### src/rtl/dac_sample_tx_if.sv
// Sample-pair handshake plus DAC write bus for dac_sample_tx.
// The block (slave) owns o_*; upstream logic and the DAC side (master) own i_*.
interface dac_sample_tx_if #(
    parameter int DAC_CHDATA_SIZE = 16,
    parameter int DAC_DATA_SIZE   = 14,
    parameter int DAC_CALIB_SIZE  = 18
);
    logic                              i_enable;
    logic                              i_valid;
    logic                              o_ready;
    logic signed [DAC_CHDATA_SIZE-1:0] i_data_ch1;
    logic signed [DAC_CHDATA_SIZE-1:0] i_data_ch2;
    logic signed [DAC_CALIB_SIZE-1:0]  i_mult_coef;
    logic signed [DAC_CALIB_SIZE-1:0]  i_add_coef;
    logic        [DAC_DATA_SIZE-1:0]   o_dac_data;
    logic                              o_dac_sel;
    logic                              o_dac_wr;
    logic                              o_dac_rst;
    logic                              o_sat;
    logic                              o_init_done;

    modport slave (
        input  i_enable, i_valid, i_data_ch1, i_data_ch2, i_mult_coef, i_add_coef,
        output o_ready, o_dac_data, o_dac_sel, o_dac_wr, o_dac_rst, o_sat, o_init_done
    );

    modport master (
        output i_enable, i_valid, i_data_ch1, i_data_ch2, i_mult_coef, i_add_coef,
        input  o_ready, o_dac_data, o_dac_sel, o_dac_wr, o_dac_rst, o_sat, o_init_done
    );
endinterface

### src/rtl/dac_sample_tx.sv
// Calibrates a two-channel sample pair (gain, offset, saturation) and writes
// both words to a shared-bus DAC, after holding the DAC in reset and letting it settle.
module dac_sample_tx #(
    parameter int DAC_CHDATA_SIZE  = 16,
    parameter int DAC_DATA_SIZE    = 14,
    parameter int DAC_CALIB_SIZE   = 18,
    parameter int INIT_WAIT_CYCLES = 1000
) (
    input  logic           i_sys_clock,
    input  logic           i_reset,
    dac_sample_tx_if.slave bus,
    output logic [2:0]     dbg_state
);
    localparam int RST_HOLD_CYCLES = 16;
    localparam int FRAC_BITS       = 16;
    localparam int PROD_W          = DAC_CHDATA_SIZE + DAC_CALIB_SIZE;
    localparam int SUM_W           = DAC_CALIB_SIZE + 1;
    localparam int R_W             = SUM_W - 2;
    localparam int CNT_MAX         = (INIT_WAIT_CYCLES > RST_HOLD_CYCLES) ? INIT_WAIT_CYCLES : RST_HOLD_CYCLES;
    localparam int CNT_W           = $clog2(CNT_MAX) + 1;
    localparam int DAC_MAX_I       = (1 << (DAC_DATA_SIZE - 1)) - 1;
    localparam logic signed [R_W-1:0] DAC_MAX = R_W'(DAC_MAX_I);
    localparam logic signed [R_W-1:0] DAC_MIN = R_W'(-DAC_MAX_I - 1);

    typedef enum logic [2:0] {
        RST_HOLD  = 3'd0,
        INIT_WAIT = 3'd1,
        IDLE      = 3'd2,
        CALC      = 3'd3,
        OUT1      = 3'd4,
        OUT2      = 3'd5
    } state_t;

    state_t                      state, state_nxt;
    logic [CNT_W-1:0]            cnt, cnt_nxt;
    logic                        accept;
    logic signed [DAC_CHDATA_SIZE-1:0] ch1_q, ch2_q;
    logic signed [DAC_CALIB_SIZE-1:0]  mult_q, add_q;
    logic signed [PROD_W-1:0]    p1, p2;
    logic signed [SUM_W-1:0]     c1, c2;
    logic signed [R_W-1:0]       r1, r2;
    logic [DAC_DATA_SIZE:0]      w1, w2;
    logic [DAC_DATA_SIZE-1:0]    dac_q, res2_q;
    logic                        sat1_q, sat2_q;

    // Clip to the DAC range; MSB of the result flags that clipping happened.
    function automatic logic [DAC_DATA_SIZE:0] sat_word(input logic signed [R_W-1:0] r);
        if (r > DAC_MAX)
            return {1'b1, DAC_MAX[DAC_DATA_SIZE-1:0]};
        else if (r < DAC_MIN)
            return {1'b1, DAC_MIN[DAC_DATA_SIZE-1:0]};
        else
            return {1'b0, r[DAC_DATA_SIZE-1:0]};
    endfunction

    // Handshake: a pair transfers on a rising edge where i_valid && o_ready;
    // o_ready depends only on state and i_enable, never on i_valid.
    assign accept    = (state == IDLE) && bus.i_enable && bus.i_valid;
    assign dbg_state = state;

    always_ff @(posedge i_sys_clock or negedge i_reset) begin
        if (!i_reset) begin
            state <= RST_HOLD;
            cnt   <= '0;
        end else begin
            state <= state_nxt;
            cnt   <= cnt_nxt;
        end
    end

    always_comb begin
        state_nxt       = state;
        cnt_nxt         = cnt;
        bus.o_ready     = 1'b0;
        bus.o_dac_wr    = 1'b0;
        bus.o_dac_sel   = 1'b0;
        bus.o_dac_rst   = 1'b0;
        bus.o_sat       = 1'b0;
        bus.o_init_done = 1'b1;
        case (state)
            RST_HOLD: begin
                bus.o_dac_rst   = 1'b1;
                bus.o_init_done = 1'b0;
                if (cnt == CNT_W'(RST_HOLD_CYCLES - 1)) begin
                    state_nxt = INIT_WAIT;
                    cnt_nxt   = '0;
                end else begin
                    cnt_nxt = cnt + CNT_W'(1);
                end
            end
            INIT_WAIT: begin
                bus.o_init_done = 1'b0;
                if (cnt == CNT_W'(INIT_WAIT_CYCLES - 1)) begin
                    state_nxt = IDLE;
                    cnt_nxt   = '0;
                end else begin
                    cnt_nxt = cnt + CNT_W'(1);
                end
            end
            IDLE: begin
                bus.o_ready = bus.i_enable;
                if (accept) state_nxt = CALC;
            end
            CALC: state_nxt = OUT1;
            OUT1: begin
                bus.o_dac_wr = 1'b1;
                bus.o_sat    = sat1_q;
                state_nxt    = OUT2;
            end
            OUT2: begin
                bus.o_dac_wr  = 1'b1;
                bus.o_dac_sel = 1'b1;
                bus.o_sat     = sat2_q;
                state_nxt     = IDLE;
            end
            default: begin
                bus.o_init_done = 1'b0;
                state_nxt       = RST_HOLD;
                cnt_nxt         = '0;
            end
        endcase
    end

    // Q2.16 gain, offset in input LSBs, then drop two LSBs to reach DAC width.
    always_comb begin
        p1 = PROD_W'(ch1_q) * PROD_W'(mult_q);
        p2 = PROD_W'(ch2_q) * PROD_W'(mult_q);
        c1 = SUM_W'(p1 >>> FRAC_BITS) + SUM_W'(add_q);
        c2 = SUM_W'(p2 >>> FRAC_BITS) + SUM_W'(add_q);
        r1 = R_W'(c1 >>> 2);
        r2 = R_W'(c2 >>> 2);
        w1 = sat_word(r1);
        w2 = sat_word(r2);
    end

    always_ff @(posedge i_sys_clock or negedge i_reset) begin
        if (!i_reset) begin
            ch1_q  <= '0;
            ch2_q  <= '0;
            mult_q <= '0;
            add_q  <= '0;
            dac_q  <= '0;
            res2_q <= '0;
            sat1_q <= 1'b0;
            sat2_q <= 1'b0;
        end else begin
            if (accept) begin
                ch1_q  <= bus.i_data_ch1;
                ch2_q  <= bus.i_data_ch2;
                mult_q <= bus.i_mult_coef;
                add_q  <= bus.i_add_coef;
            end
            if (state == CALC) begin
                dac_q  <= w1[DAC_DATA_SIZE-1:0];
                sat1_q <= w1[DAC_DATA_SIZE];
                res2_q <= w2[DAC_DATA_SIZE-1:0];
                sat2_q <= w2[DAC_DATA_SIZE];
            end
            // dac_q keeps the ch2 word after OUT2 so the bus holds between writes.
            if (state == OUT1) dac_q <= res2_q;
        end
    end

    assign bus.o_dac_data = dac_q;
endmodule
### src/flat_wrapper.sv
// flat-port wrapper written by rule: the top's interface ports become plain ports
module dac_sample_tx_flat 
#(
    parameter int DAC_CHDATA_SIZE  = 16,
    parameter int DAC_DATA_SIZE    = 14,
    parameter int DAC_CALIB_SIZE   = 18,
    parameter int INIT_WAIT_CYCLES = 1000
)
  (i_sys_clock, i_reset, dbg_state, bus_i_enable, bus_i_valid, bus_i_data_ch1, bus_i_data_ch2, bus_i_mult_coef, bus_i_add_coef, bus_o_ready, bus_o_dac_data, bus_o_dac_sel, bus_o_dac_wr, bus_o_dac_rst, bus_o_sat, bus_o_init_done);
  dac_sample_tx_if #(.DAC_CHDATA_SIZE(DAC_CHDATA_SIZE), .DAC_DATA_SIZE(DAC_DATA_SIZE), .DAC_CALIB_SIZE(DAC_CALIB_SIZE)) bus_i ();
  input  logic i_sys_clock;
  input  logic i_reset;
  output logic [2:0] dbg_state;
  input wire logic [$bits(bus_i.i_enable)-1:0] bus_i_enable;
  input wire logic [$bits(bus_i.i_valid)-1:0] bus_i_valid;
  input wire logic [$bits(bus_i.i_data_ch1)-1:0] bus_i_data_ch1;
  input wire logic [$bits(bus_i.i_data_ch2)-1:0] bus_i_data_ch2;
  input wire logic [$bits(bus_i.i_mult_coef)-1:0] bus_i_mult_coef;
  input wire logic [$bits(bus_i.i_add_coef)-1:0] bus_i_add_coef;
  output wire logic [$bits(bus_i.o_ready)-1:0] bus_o_ready;
  output wire logic [$bits(bus_i.o_dac_data)-1:0] bus_o_dac_data;
  output wire logic [$bits(bus_i.o_dac_sel)-1:0] bus_o_dac_sel;
  output wire logic [$bits(bus_i.o_dac_wr)-1:0] bus_o_dac_wr;
  output wire logic [$bits(bus_i.o_dac_rst)-1:0] bus_o_dac_rst;
  output wire logic [$bits(bus_i.o_sat)-1:0] bus_o_sat;
  output wire logic [$bits(bus_i.o_init_done)-1:0] bus_o_init_done;
  assign bus_i.i_enable = bus_i_enable;
  assign bus_i.i_valid = bus_i_valid;
  assign bus_i.i_data_ch1 = bus_i_data_ch1;
  assign bus_i.i_data_ch2 = bus_i_data_ch2;
  assign bus_i.i_mult_coef = bus_i_mult_coef;
  assign bus_i.i_add_coef = bus_i_add_coef;
  assign bus_o_ready = bus_i.o_ready;
  assign bus_o_dac_data = bus_i.o_dac_data;
  assign bus_o_dac_sel = bus_i.o_dac_sel;
  assign bus_o_dac_wr = bus_i.o_dac_wr;
  assign bus_o_dac_rst = bus_i.o_dac_rst;
  assign bus_o_sat = bus_i.o_sat;
  assign bus_o_init_done = bus_i.o_init_done;
  dac_sample_tx #(.DAC_CHDATA_SIZE(DAC_CHDATA_SIZE), .DAC_DATA_SIZE(DAC_DATA_SIZE), .DAC_CALIB_SIZE(DAC_CALIB_SIZE), .INIT_WAIT_CYCLES(INIT_WAIT_CYCLES)) u_core (.i_sys_clock(i_sys_clock), .i_reset(i_reset), .bus(bus_i), .dbg_state(dbg_state));
endmodule
### config.mk
export PLATFORM = sky130hd
export DESIGN_NAME = dac_sample_tx_flat
export DESIGN_NICKNAME = d
export VERILOG_FILES = /design/src/rtl/dac_sample_tx_if.sv /design/src/rtl/dac_sample_tx.sv /design/src/flat_wrapper.sv
export SDC_FILE = /design/constraint.sdc
export NUM_CORES = 2
export LEC_CHECK = 0
export ABC_AREA = 1
export CAP_MARGIN = 20
export CORE_MARGIN = 2
export CORE_UTILIZATION = 39
export CTS_CLUSTER_DIAMETER = 60
export DETAILED_ROUTE_END_ITERATION = 7
export PLACE_DENSITY = 0.59
export SKIP_CTS_REPAIR_TIMING = 1
export SLEW_MARGIN = 20
export SYNTH_ARGS = -nofsm -noshare
export SYNTH_HDL_FRONTEND = slang
export SYNTH_SLANG_ARGS = --single-unit
export TNS_END_PERCENT = 100
### constraint.sdc
create_clock -name i_sys_clock -period 7.25 [get_ports i_sys_clock]
set_input_delay 1.45 -clock i_sys_clock [delete_from_list [all_inputs] [get_ports i_sys_clock]]
set_output_delay 1.45 -clock i_sys_clock [all_outputs]
set_load 0.05 [all_outputs]
==> results_dict.tcl <==
set metrics [dict create \
    syn_inst 3448 \
    timing.fmax_ghz 0.127 \
    root_buffer "clkbuf_16" \
    drc 0 \
    synthesis.area_sq_um 28100 \
    clkTransAtPathRegs_ps 90 \
    gp_congestion 0.914 \
    yosys.area.top_type_share 0.412 \
    grt_pass1_wl_mm 123 \
    ant_nets 0 \
    fp.dieH_um 272 \
    violations "setup timing" \
    dp_hpwl_mm 62.5 \
    grt_overflow 0 \
    cts_num_sinks 112 \
    yosysWarningCount 0 \
    final_max_slew_viol_count 0 \
    status "complete, but fails checks" \
    fin_util 0.487 \
    io_buffer_count 94 \
    skew_ps 17.5 \
    nFillCells 6951 \
    cp_max_fo 7 \
    fin_ws_ps -635 \
    core_sq_um 71400 \
    cp-start-kind "flop" \
    slowest_stage "fa_1" \
    vias 22400 \
    setup_viol 30 \
    period_share 1.09 \
    hp-class "reg -> reg" \
    cap_violations 0 \
    tightest_slew_ps 930 \
    worstPathArrival_ps 8170 \
    cts_buffers 9 \
    final_cell_area_sq_um 34800 \
    fp.dieW_um 272 \
    synth-async-reset-ratio 1.00 \
    relSlewSlack 0.380 \
    ys_seq_area_frac 0.0998 \
    wl_per_cell_um 15.2 \
    setup_tns_ps -16730 \
    synth_nets 4304 \
    wl_mm 73.7 \
    post-synth-top-area-cell "fa_1" \
    track_usage 0.208 \
    dpl-instance-area_sq_um 33300 \
    vias_per_cell 4.61 \
    clk_latency_ps 400 \
    synthTopCellsByArea "fa_1 41%, inv_1 13%, nand2_1 11%" \
    final_nets 4762 \
    yosysUniqueCellTypes 52 \
    ioPinCount 95 \
    die_area_sq_um 74200 \
    diodes 0 \
    tritoncts "yes" \
    grt_antenna_before_repair 0 \
    synth_edf_count 0 \
    cts_max_level 3 \
    synth_flop_cell "dfrtp_1" \
    start_util 0.393 \
    ys_ff_latch 112 \
    hold_viol 0 \
    syn_area_per_cell_sq_um 8.14 \
    grt_pass1_vias 23700 \
    crit_required_ps 7540 \
    finalCriticalPeriod_ps 7890 \
    grt_max_degree 68 \
    rsz0062_at_grt "true" \
    slowest_delay_ps 550 \
    drive_gt1_frac 0.197 \
    crit_type "reg -> reg" \
    worstSetupEndpointType "flop" \
    cpMostUsedCell "fa_1" \
    firstDrtPassIters 5 \
    place_ws_ps -689 \
    area_delta_synth_final_pct 23.9 \
    placementRows 98 \
    clock_path_buffers 2 \
    drt_iter0_drc 1198 \
]
worst max-delay path: cells and delay by family (launching register included):
| family | cells | cell delay [ps] |
|---|---|---|
| fa+ha+maj | 8 | 3710 |
| buf+inv | 8 | 950 |
| flops | 1 | 480 |
| xor+xnor | 2 | 420 |
| compound gates | 8 | 1340 |
| simple gates | 6 | 860 |
per-stage QoR:
step / hold slack, ps / instances
after detailed placement: 466 / 4794
after CTS: 500 / 4810
after global routing: 516 / 4861
after floorplan: 476 / 3448
after global placement: 472 / 4794
final: 489 / 4861
routing by layer:
| metal | track usage | part of all wire | up-vias |
|---|---|---|---|
| met5 | 0 | 0 | - |
| met4 | 0.0486 | 0.025 | 0 |
| met3 | 0.0375 | 0.058 | 87 |
| met2 | 0.348 | 0.48 | 507 |
| met1 | 0.280 | 0.44 | 11000 |
| li1 | - | - | 10800 |
Yosys cell counts (all sizes together), types with 2 or more instances:
cell type	n
mux2	61
nand3b	2
ha	206
nor4	4
nor3	20
fa	578
nand3	35
o21a	3
a21oi	119
a221oi	2
nand4	13
nand2	838
a21boi	6
a21o	8
o211ai	4
buf	26
a31oi	6
inv	1002
clkbuf	119
nor2	120
o221ai	3
dfrtp	112
xor2	58
o21ai	58
o21bai	4
xnor2	28
or2	2
cell type report:
cell class	count	area, sq um	area share
Tap cell	950	1190	0.0342
Timing Repair Buffer	590	5020	0.144
Multi-Input combinational cell	2190	21700	0.623
Sequential cell	112	2820	0.0811
Inverter	1003	3770	0.108
Clock inverter	7	81.3	0.00234
Clock buffer	9	225	0.00647
kinds of logic (layout without fill, tap and decap cells):
kind of cell,after synthesis,after routing,synth area share
AOI/OAI and AO/OA,220,220,0.0444
xor gates and xnor gates,86,86,0.0271
adders and majority gates,784,784,0.504
buffers and inverters,1148,1609,0.155
DFF,112,112,0.0998
muxes,62,62,0.0248
and+or+nand+nor,1036,1038,0.145
registers in the layout, indices dropped and copies added (netlist names), 3 cells and up:
signal,flops
u_core.ch1_q,16
u_core.dbg_state,3
u_core.mult_q,18
u_core.add_q,18
u_core.ch2_q,16
u_core.cnt,11
u_core.res2_q,14
u_core.bus.o_dac_data,14
path summary, 6_finish.rpt:
check                                                     start                                   end  slack, ps  cells past startpoint
setup / recovery                   u_core.mult_q[4]$_DFFE_PN0P_             u_core.sat2_q$_DFFE_PN0P_       -640                     32
hold / removal             u_core.bus.o_dac_data[6]$_DFFE_PN0N_  u_core.bus.o_dac_data[6]$_DFFE_PN0N_        490                      2
setup reg to reg                   u_core.mult_q[4]$_DFFE_PN0P_             u_core.sat2_q$_DFFE_PN0P_       -640                     32
hold reg to reg            u_core.bus.o_dac_data[6]$_DFFE_PN0N_  u_core.bus.o_dac_data[6]$_DFFE_PN0N_        490                      2
max in group asynchronous                               i_reset           u_core.ch1_q[2]$_DFFE_PN0P_       4750                      2
min in group asynchronous                               i_reset             u_core.cnt[5]$_DFFE_PN0N_       1050                      1
placed cells by master (no fill, tap or decap), types with 3 or more instances in the layout:
cell type	count
xnor2_1	27
nand4_1	13
o21bai_1	3
o211ai_1	4
buf_8	3
inv_2	20
xor2_2	7
nand2_2	43
o21a_1	3
fa_1	570
clkdlybuf4s50_1	93
a21oi_2	24
nand2_4	22
fa_2	8
dfrtp_1	98
xor2_1	50
buf_12	20
a31oi_1	4
a21oi_1	89
a21oi_4	6
clkbuf_16	11
dfrtp_2	14
o21ai_1	8
ha_1	196
buf_4	458
a21boi_2	3
inv_1	981
o21ai_0	44
o21ai_2	4
nor3_1	15
nand3_2	8
mux2_2	61
nor2_1	116
nand3_1	27
nor2_2	3
a21o_1	8
ha_4	8
nor3_2	4
buf_6	14
nand2_1	775
Power is not shown: default switching activity piles up to over one toggle a cycle in this logic, so the estimate is an artifact.
